--- src/rtl/i2c_pkg.sv ---
// Shared types and constants for the I2C register-write target.
// Read support is compiled in when I2C_TARGET_READ_EN is defined.
package i2c_pkg;

  typedef enum logic [3:0] {
    ST_IDLE,
    ST_ADDR,
    ST_ADDR_ACK,
    ST_REG,
    ST_REG_ACK,
    ST_WDATA,
    ST_WDATA_ACK,
    ST_RDATA,
    ST_RDATA_MACK,
    ST_IGNORE
  } i2c_state_e;

  localparam int         RW_BIT       = 0;
  localparam logic       RW_WRITE     = 1'b0;
  localparam logic       RW_READ      = 1'b1;
  localparam logic       ACK_LVL      = 1'b0;
  localparam logic       NACK_LVL     = 1'b1;
  localparam logic       BUS_IDLE     = 1'b1;
  localparam logic [6:0] DEF_DEV_ADDR = 7'h40;

endpackage

--- src/rtl/i2c_bus_sync.sv ---
// SCL/SDA synchronizer with a history stage; produces SCL edge and START/STOP pulses.
module i2c_bus_sync
  import i2c_pkg::*;
#(
  parameter int SYNC_STAGES = 2
) (
  input  logic i_clk,
  input  logic i_rst,
  input  logic i_scl,
  input  logic i_sda,
  output logic o_sda,
  output logic o_scl_rise,
  output logic o_scl_fall,
  output logic o_start,
  output logic o_stop
);

  logic [SYNC_STAGES-1:0] scl_sync_q, scl_sync_d;
  logic [SYNC_STAGES-1:0] sda_sync_q, sda_sync_d;
  logic                   scl_hist_q, scl_hist_d;
  logic                   sda_hist_q, sda_hist_d;
  logic                   scl_s, sda_s;

  always_comb begin
    scl_sync_d = {scl_sync_q[SYNC_STAGES-2:0], i_scl};
    sda_sync_d = {sda_sync_q[SYNC_STAGES-2:0], i_sda};
    scl_hist_d = scl_sync_q[SYNC_STAGES-1];
    sda_hist_d = sda_sync_q[SYNC_STAGES-1];
  end

  // Reset to the released-bus level so no spurious edge appears on exit.
  always_ff @(posedge i_clk) begin
    if (i_rst) begin
      scl_sync_q <= {SYNC_STAGES{BUS_IDLE}};
      sda_sync_q <= {SYNC_STAGES{BUS_IDLE}};
      scl_hist_q <= BUS_IDLE;
      sda_hist_q <= BUS_IDLE;
    end else begin
      scl_sync_q <= scl_sync_d;
      sda_sync_q <= sda_sync_d;
      scl_hist_q <= scl_hist_d;
      sda_hist_q <= sda_hist_d;
    end
  end

  assign scl_s      = scl_sync_q[SYNC_STAGES-1];
  assign sda_s      = sda_sync_q[SYNC_STAGES-1];
  assign o_sda      = sda_s;
  assign o_scl_rise = scl_s & ~scl_hist_q;
  assign o_scl_fall = ~scl_s & scl_hist_q;
  assign o_start    = scl_s & scl_hist_q & sda_hist_q & ~sda_s;
  assign o_stop     = scl_s & scl_hist_q & ~sda_hist_q & sda_s;

endmodule

--- src/rtl/i2c_target_regs.sv ---
// I2C target front end issuing register-write strobes with an auto-incrementing pointer.
// Define I2C_TARGET_READ_EN to add register reads (o_rd_addr / i_rd_data).
//
// state         | meaning
// ST_IDLE       | waiting for START
// ST_ADDR       | shifting in device address + R/W
// ST_ADDR_ACK   | holding SDA low for the address ACK
// ST_REG        | shifting in the register pointer
// ST_REG_ACK    | ACK of pointer byte
// ST_WDATA      | shifting in a data byte
// ST_WDATA_ACK  | ACK of data byte, pointer increments on exit
// ST_RDATA      | driving a read byte
// ST_RDATA_MACK | sampling controller ACK/NACK
// ST_IGNORE     | not addressed, waiting for START/STOP
module i2c_target_regs
  import i2c_pkg::*;
#(
  parameter logic [6:0] DEV_ADDR    = DEF_DEV_ADDR,
  parameter int         SYNC_STAGES = 2
) (
  input  logic       i_clk,
  input  logic       i_rst,
  input  logic       i_scl,
  input  logic       i_sda,
  output logic       o_sda_oe,
  output logic       o_wr_en,
  output logic [7:0] o_wr_addr,
  output logic [7:0] o_wr_data,
`ifdef I2C_TARGET_READ_EN
  output logic [7:0] o_rd_addr,
  input  logic [7:0] i_rd_data,
`endif
  output logic       o_busy
);

`ifdef I2C_TARGET_READ_EN
  localparam logic READ_OK = 1'b1;
`else
  localparam logic READ_OK = 1'b0;
`endif

  logic sda_s, scl_rise, scl_fall, bus_start, bus_stop;

  i2c_bus_sync #(.SYNC_STAGES(SYNC_STAGES)) u_sync (
    .i_clk      (i_clk),
    .i_rst      (i_rst),
    .i_scl      (i_scl),
    .i_sda      (i_sda),
    .o_sda      (sda_s),
    .o_scl_rise (scl_rise),
    .o_scl_fall (scl_fall),
    .o_start    (bus_start),
    .o_stop     (bus_stop)
  );

  i2c_state_e state_q, state_d;
  logic [3:0] cnt_q, cnt_d;
  logic [7:0] sr_q, sr_d;
  logic [7:0] ptr_q, ptr_d;
  logic       rw_q, rw_d;
  logic       oe_q, oe_d;
  logic       wr_en_q, wr_en_d;
  logic [7:0] wr_addr_q, wr_addr_d;
  logic [7:0] wr_data_q, wr_data_d;
  logic       bit_in, byte_done;

  assign bit_in    = scl_rise && (cnt_q < 4'd8);
  assign byte_done = scl_fall && (cnt_q == 4'd8);

  always_comb begin
    state_d   = state_q;
    cnt_d     = cnt_q;
    sr_d      = sr_q;
    ptr_d     = ptr_q;
    rw_d      = rw_q;
    oe_d      = oe_q;
    wr_en_d   = 1'b0;
    wr_addr_d = wr_addr_q;
    wr_data_d = wr_data_q;
    if (bus_start) begin
      state_d = ST_ADDR;
      cnt_d   = 4'd0;
      oe_d    = 1'b0;
    end else if (bus_stop) begin
      state_d = ST_IDLE;
      cnt_d   = 4'd0;
      oe_d    = 1'b0;
    end else begin
      case (state_q)
        ST_ADDR, ST_REG, ST_WDATA: begin
          if (bit_in) begin
            sr_d  = {sr_q[6:0], sda_s};
            cnt_d = cnt_q + 4'd1;
          end else if (byte_done) begin
            cnt_d = 4'd0;
            if (state_q == ST_ADDR) begin
              rw_d = sr_q[RW_BIT];
              if (sr_q[7:1] == DEV_ADDR && (sr_q[RW_BIT] == RW_WRITE || READ_OK)) begin
                state_d = ST_ADDR_ACK;
                oe_d    = 1'b1;
              end else begin
                state_d = ST_IGNORE;
              end
            end else if (state_q == ST_REG) begin
              ptr_d   = sr_q;
              state_d = ST_REG_ACK;
              oe_d    = 1'b1;
            end else begin
              wr_en_d   = 1'b1;
              wr_addr_d = ptr_q;
              wr_data_d = sr_q;
              state_d   = ST_WDATA_ACK;
              oe_d      = 1'b1;
            end
          end
        end
        ST_ADDR_ACK: begin
          if (scl_fall) begin
            oe_d = 1'b0;
            if (rw_q == RW_WRITE) state_d = ST_REG;
`ifdef I2C_TARGET_READ_EN
            else begin
              sr_d    = i_rd_data;
              oe_d    = ~i_rd_data[7];
              state_d = ST_RDATA;
            end
`endif
          end
        end
        ST_REG_ACK: begin
          if (scl_fall) begin
            oe_d    = 1'b0;
            state_d = ST_WDATA;
          end
        end
        ST_WDATA_ACK: begin
          if (scl_fall) begin
            oe_d    = 1'b0;
            ptr_d   = ptr_q + 8'd1;
            state_d = ST_WDATA;
          end
        end
`ifdef I2C_TARGET_READ_EN
        ST_RDATA: begin
          if (bit_in) begin
            cnt_d = cnt_q + 4'd1;
          end else if (byte_done) begin
            cnt_d   = 4'd0;
            oe_d    = 1'b0;
            state_d = ST_RDATA_MACK;
          end else if (scl_fall && cnt_q != 4'd0) begin
            sr_d = {sr_q[6:0], 1'b1};
            oe_d = ~sr_q[6];
          end
        end
        // Pointer moves on the ACK rise so i_rd_data settles before the load on the fall.
        ST_RDATA_MACK: begin
          if (scl_rise) begin
            if (sda_s == NACK_LVL) state_d = ST_IGNORE;
            else                   ptr_d   = ptr_q + 8'd1;
          end else if (scl_fall) begin
            sr_d    = i_rd_data;
            oe_d    = ~i_rd_data[7];
            cnt_d   = 4'd0;
            state_d = ST_RDATA;
          end
        end
`endif
        default: ;
      endcase
    end
  end

  always_ff @(posedge i_clk) begin
    if (i_rst) begin
      state_q   <= ST_IDLE;
      cnt_q     <= 4'd0;
      sr_q      <= 8'h00;
      ptr_q     <= 8'h00;
      rw_q      <= RW_WRITE;
      oe_q      <= 1'b0;
      wr_en_q   <= 1'b0;
      wr_addr_q <= 8'h00;
      wr_data_q <= 8'h00;
    end else begin
      state_q   <= state_d;
      cnt_q     <= cnt_d;
      sr_q      <= sr_d;
      ptr_q     <= ptr_d;
      rw_q      <= rw_d;
      oe_q      <= oe_d;
      wr_en_q   <= wr_en_d;
      wr_addr_q <= wr_addr_d;
      wr_data_q <= wr_data_d;
    end
  end

  assign o_sda_oe  = oe_q;
  assign o_wr_en   = wr_en_q;
  assign o_wr_addr = wr_addr_q;
  assign o_wr_data = wr_data_q;
  assign o_busy    = state_q inside {ST_ADDR_ACK, ST_REG, ST_REG_ACK, ST_WDATA,
                                     ST_WDATA_ACK, ST_RDATA, ST_RDATA_MACK};
`ifdef I2C_TARGET_READ_EN
  assign o_rd_addr = ptr_q;
`endif

endmodule
--- config.mk ---
export PLATFORM = sky130hd
export DESIGN_NAME = i2c_target_regs
export DESIGN_NICKNAME = d
export VERILOG_FILES = /design/src/rtl/i2c_pkg.sv /design/src/rtl/i2c_bus_sync.sv /design/src/rtl/i2c_target_regs.sv
export SDC_FILE = /design/constraint.sdc
export NUM_CORES = 1
export LEC_CHECK = 0
export CORE_UTILIZATION = 60
export DETAILED_ROUTE_END_ITERATION = 10
export PLACE_DENSITY = 0.92
export SLEW_MARGIN = 20
export SYNTH_ARGS = -nofsm -noshare
export SYNTH_HDL_FRONTEND = slang
export SYNTH_SLANG_ARGS = --single-unit
--- constraint.sdc ---
create_clock -name i_clk -period 5.1 [get_ports i_clk]
set_clock_uncertainty 0.2 [all_clocks]
set_input_delay 1.275 -clock i_clk [delete_from_list [all_inputs] [get_ports i_clk]]
set_output_delay 1.275 -clock i_clk [all_outputs]
set_load 0.05 [all_outputs]
Word level (Yosys, flattened, before mapping)

Cells that the tools add are included.

Output and inout port bits: 19
Register bits: 49
Logic and storage cells: 109

Reductions and logical operators: 22
Add/sub/neg operators: 2
Muxes and demuxes: 26
Bitwise operators: 19
Magnitude comparators: 1
Equal/unequal tests: 25

Operators by type and width:

| operator              | number |
|---|---|
| $mux W8               | 5 |
| $mux W4               | 9 |
| $reduce_and A6 Y1     | 3 |
| $eq A4 B3 Y1 const B  | 4 |
| $ne A4 B4 Y1 const B  | 4 |
| $pmux W8 S2           | 1 |
| $ne A2 B2 Y1 const B  | 7 |
| $not A1 Y1            | 12 |
| $pmux W4 S3           | 1 |
| $reduce_or A3 Y1      | 3 |
| $add A8 B1 Y8 const B | 1 |
| $eq A4 B2 Y1 const B  | 2 |
| $eq A4 B4 Y1 const B  | 2 |
| $mux W1               | 8 |
| $reduce_and A8 Y1     | 1 |
| $and A1 B1 Y1         | 7 |
| $eq A7 B7 Y1 const B  | 1 |
| $reduce_and A7 Y1     | 1 |
| $reduce_bool A7 Y1    | 1 |
| $reduce_or A7 Y1      | 1 |
| $reduce_bool A2 Y1    | 3 |
| $reduce_and A5 Y1     | 1 |
| $reduce_bool A5 Y1    | 1 |
| $add A4 B1 Y4 const B | 1 |
| 12 further kinds      | 15 |

Depth between registers and ports, before layout

Word-level depth: 9
Gate-level depth with buffers: 7

Modules after synthesis

A second synthesis with hierarchy kept.

Cell total of the unflattened synthesis: 258
Area, all modules: 2296.0 um^2

Modules (own cells, without submodules):

| module          | cells each | area each (um^2) | sequential area each (um^2) | instances |
|---|---|---|---|---|
| i2c_target_regs | 242        | 2105.8           | 860.8                       | 1 |
| i2c_bus_sync    | 16         | 190.2            | 120.1                       | 1 |

Worst setup path after synthesis

Ideal clock, no wire load.

Kind: reg2out
Start: register state_q[1]
End: output o_busy
Arrival: 1.778 ns
Setup slack: 1.847 ns
Cell stages (with the launch flop): 4
Data required time: 3.625 ns
Cells stage by stage: dfxtp_1 > clkbuf_1 > nor2_1 > o21ai_0

Cells in the longest elaborated chain, start to end: 2
Elaborated cells on any way between the ends: 8

Ends and longest elaborated chain:

| item                                       | line                   | RTL |
|---|---|---|
| start, declared                            | i2c_target_regs.sv:56  | `i2c_state_e state_q, state_d;` |
| start signal, assigned                     | i2c_target_regs.sv:186 | `state_q <= state_d;` |
| $eq A4 B2 Y1, or another cell as far along | i2c_target_regs.sv:202 | `assign o_busy = state_q inside {ST_ADDR_ACK, ST_REG, ST_REG_ACK, ST_WDATA,` |
| $reduce_bool A7 Y1 *                       | i2c_target_regs.sv:202 |  |
| end, declared                              | i2c_target_regs.sv:33  | `output logic o_busy` |

Mark *: on every way between the ends. The rest lies on a longest branch, timed or not.

Worst setup path in the final report

Start: register state_q[2]
End: output o_busy

The elaborated chain is that of the path after synthesis.

==> results.json <==
{
  "critPathLaunch": "state_q[2]$_SDFFE_PP0P_",
  "maxCapViolCount": 0,
  "ys.flop_type": "dfxtp_1",
  "track_usage_pct": 25.0,
  "ys_warn_count": 0,
  "num-nets-final": 274,
  "grt_pass1_vias": 1715,
  "drt-initial-drc-count": 182,
  "clk_pin_slew_ns": 0.09,
  "cts_inserted_buffers": 5,
  "seq_area_frac_synth_pct": 41.7,
  "syn_nets": 257,
  "synth_commonest_cells": "dfxtp_1 (49), nor2_1 (34), mux2i_1 (26)",
  "cts_resized": 0,
  "antenna_found_initial": 0,
  "dp_cells": 308,
  "die_y_um": 64.6,
  "hold_ws_ns": 0.216,
  "io_pins": 23,
  "grt-ovfl-total": 0,
  "place_hpwl_mm": 3.17,
  "antennaDiodeCount": 0,
  "critPathKind": "flop to output pin",
  "port_buffers": 22,
  "endpoint_kind": "output pin",
  "switching_share_pct": 20.7,
  "multi_input_area_um2": 1270,
  "dieArea_um2": 4180,
  "async_flop_share_pct": 0,
  "dr.pass1.iters": 5,
  "tightest_slew_ns": 0.556,
  "combPwrFrac_pct": 3.2,
  "grt_pass1_wl_mm": 8.09,
  "htree_levels": 2,
  "finalHoldViolCount": 0,
  "synth_seq_cells": 49,
  "drtAntennaViolNets": 0,
  "period_share_pct": 71.1,
  "drive_gt1_share_pct": 10.1,
  "holdBufCountCts": 0,
  "syn_avg_cell_area_um2": 9.41,
  "seqPwrFrac_pct": 52.1,
  "ff2ff_setup_slack_ns": 2.83,
  "gp_congestion": 0.935,
  "syn-cell-area_um2": 2350,
  "clkSinkCount": 49,
  "fmaxAchievable_mhz": 276,
  "via_count": 1951,
  "status": "finished, final reports clean",
  "wire_per_inst_um": 15.2,
  "area_growth_pct": 15.3,
  "core_area_um2": 3720,
  "period_minus_slack_ns": 3.63,
  "total_leakage_power_nw": 0.994,
  "fill_cells": 272,
  "rsz0062_at_grt": "false",
  "ys_top_cells_by_area": "dfxtp_1 (42%), mux2i_1 (11%), nor2_1 (5.4%)",
  "clkPwrFrac_pct": 44.8,
  "switching_power_mw": 0.154,
  "cts_tree": "done",
  "cp.arrival_ns": 2.15,
  "p_int_mw": 0.591,
  "initial_core_util_pct": 63.3,
  "die_x_um": 64.6,
  "post_cts_buffers": 0,
  "synth_area_leader_cell": "dfxtp_1",
  "final_cells": 316,
  "hold_path_class": "flop to flop",
  "ir_drop_mv": 0.241,
  "synth_cell_types": 59,
  "path_max_fanout": 14,
  "r2r_start": "cnt_q[0]$_SDFFE_PP0P_",
  "power_density_nw_per_um2": 275,
  "finalSetupViolations": 0,
  "cts_root_buffer": "clkbuf_8",
  "netlist.area_leader.share_pct": 41.7,
  "timing.slew.headroom_pct": 62.6,
  "fin_tns_setup_ns": 0,
  "clock_latency_ns": 0.31,
  "crit_required_ns": 3.62,
  "rows": 22,
  "hp-start": "u_sync.scl_sync_q[0]$_SDFF_PP1_",
  "clockBufferDepth": 2,
  "ff_latch_area_um2": 981,
  "slew_viol_final": 0,
  "synth_edf_count": 0,
  "route.detailed.drc": 0,
  "netlist_instances": 250,
  "totalWireLength_mm": 4.80,
  "grt_max_degree": 51,
  "start_kind": "flop",
  "synth_most_common_cell": "dfxtp_1",
  "avgViaCountPerCell": 6.17
}
==> final timing paths <==
kind / depth (start not counted) / endpoint
max: 5 / o_busy
min: 1 / u_sync.scl_sync_q[1]$_SDFF_PP1_
max reg2reg: 6 / ptr_q[1]$_SDFFE_PP0P_
min reg2reg: 1 / u_sync.scl_sync_q[1]$_SDFF_PP1_
==> routing by layer <==
metal  part of all wire, %  vias up  GRT usage [%]
li1                      -      939              -
met1                    44      931           32.9
met2                    48       72           39.7
met3                   6.0        9           5.63
met4                   1.5        0           9.72
met5                     0        -              0
==> sequential cells by signal (all words and copies together), names as in the netlist <==
| register | flops |
|---|---|
| u_sync.scl_hist_q | 1 |
| u_sync.sda_sync_q | 2 |
| cnt_q | 4 |
| ptr_q | 8 |
| u_sync.scl_sync_q | 2 |
| rw_q | 1 |
| o_wr_en | 1 |
| u_sync.sda_hist_q | 1 |
| o_sda_oe | 1 |
| sr_q | 8 |
| state_q | 4 |
| o_wr_data | 8 |
| o_wr_addr | 8 |
==> critical path: stages, from the launching register on <==
cell             delay, ns
dfxtp_1               0.45
or2_1                 0.34
nor2_1                0.11
nand2_1               0.06
o21ai_0               0.08
clkdlybuf4s50_1       0.82
==> power by group through the flow <==
stage / registers [mW] / logic [mW] / clock network (mW)
2_1_floorplan: 0.395 / 0.0187 / 0
3_3_place_gp: 0.397 / 0.0233 / 0
3_5_place_dp: 0.397 / 0.0233 / 0
4_1_cts: 0.388 / 0.0237 / 0.338
5_1_grt: 0.389 / 0.0260 / 0.357
6_report: 0.388 / 0.0238 / 0.334
==> layout by cell type (no fill, tap or decap), types with 7 or more instances in the layout <==
cell type	instances
nor2_1	34
nand2b_1	11
clkdlybuf4s50_1	22
nand4_1	7
a21oi_1	9
nand3_1	7
mux2i_1	26
nand2_1	13
inv_1	7
dfxtp_1	49
==> kinds of logic after synthesis <==
family	after synthesis	share of synthesized area [%]
simple gates	105	25.0
buf+inv	21	4.26
mux	27	11.7
compound gates	42	14.6
flops	49	41.7
fa+ha+maj	3	1.60
xor+xnor	3	1.12
==> final cells by class <==
cell class / instances / area share (%)
repair buffers: 24 / 8.68
clock inverters: 3 / 2.54
multi-input cells: 180 / 46.9
inverters: 7 / 0.969
clock buffers: 5 / 2.54
well taps: 48 / 2.22
flip-flops and latches: 49 / 36.2
==> per-stage QoR <==
step / utilization [%] / power, mW / cell area (um2) / setup WS [ns]
floorplan: - / 0.414 / 2350 / 1.85
global placement: 69.3 / 0.420 / 2570 / 1.87
detailed placement: 69.3 / 0.420 / 2570 / 1.83
CTS: 73.0 / 0.750 / 2710 / 1.47
global route: 73.0 / 0.772 / 2710 / 1.35
finish: 73.0 / 0.746 / 2710 / 1.47
Note: power is estimated with default switching activity, not from simulation.
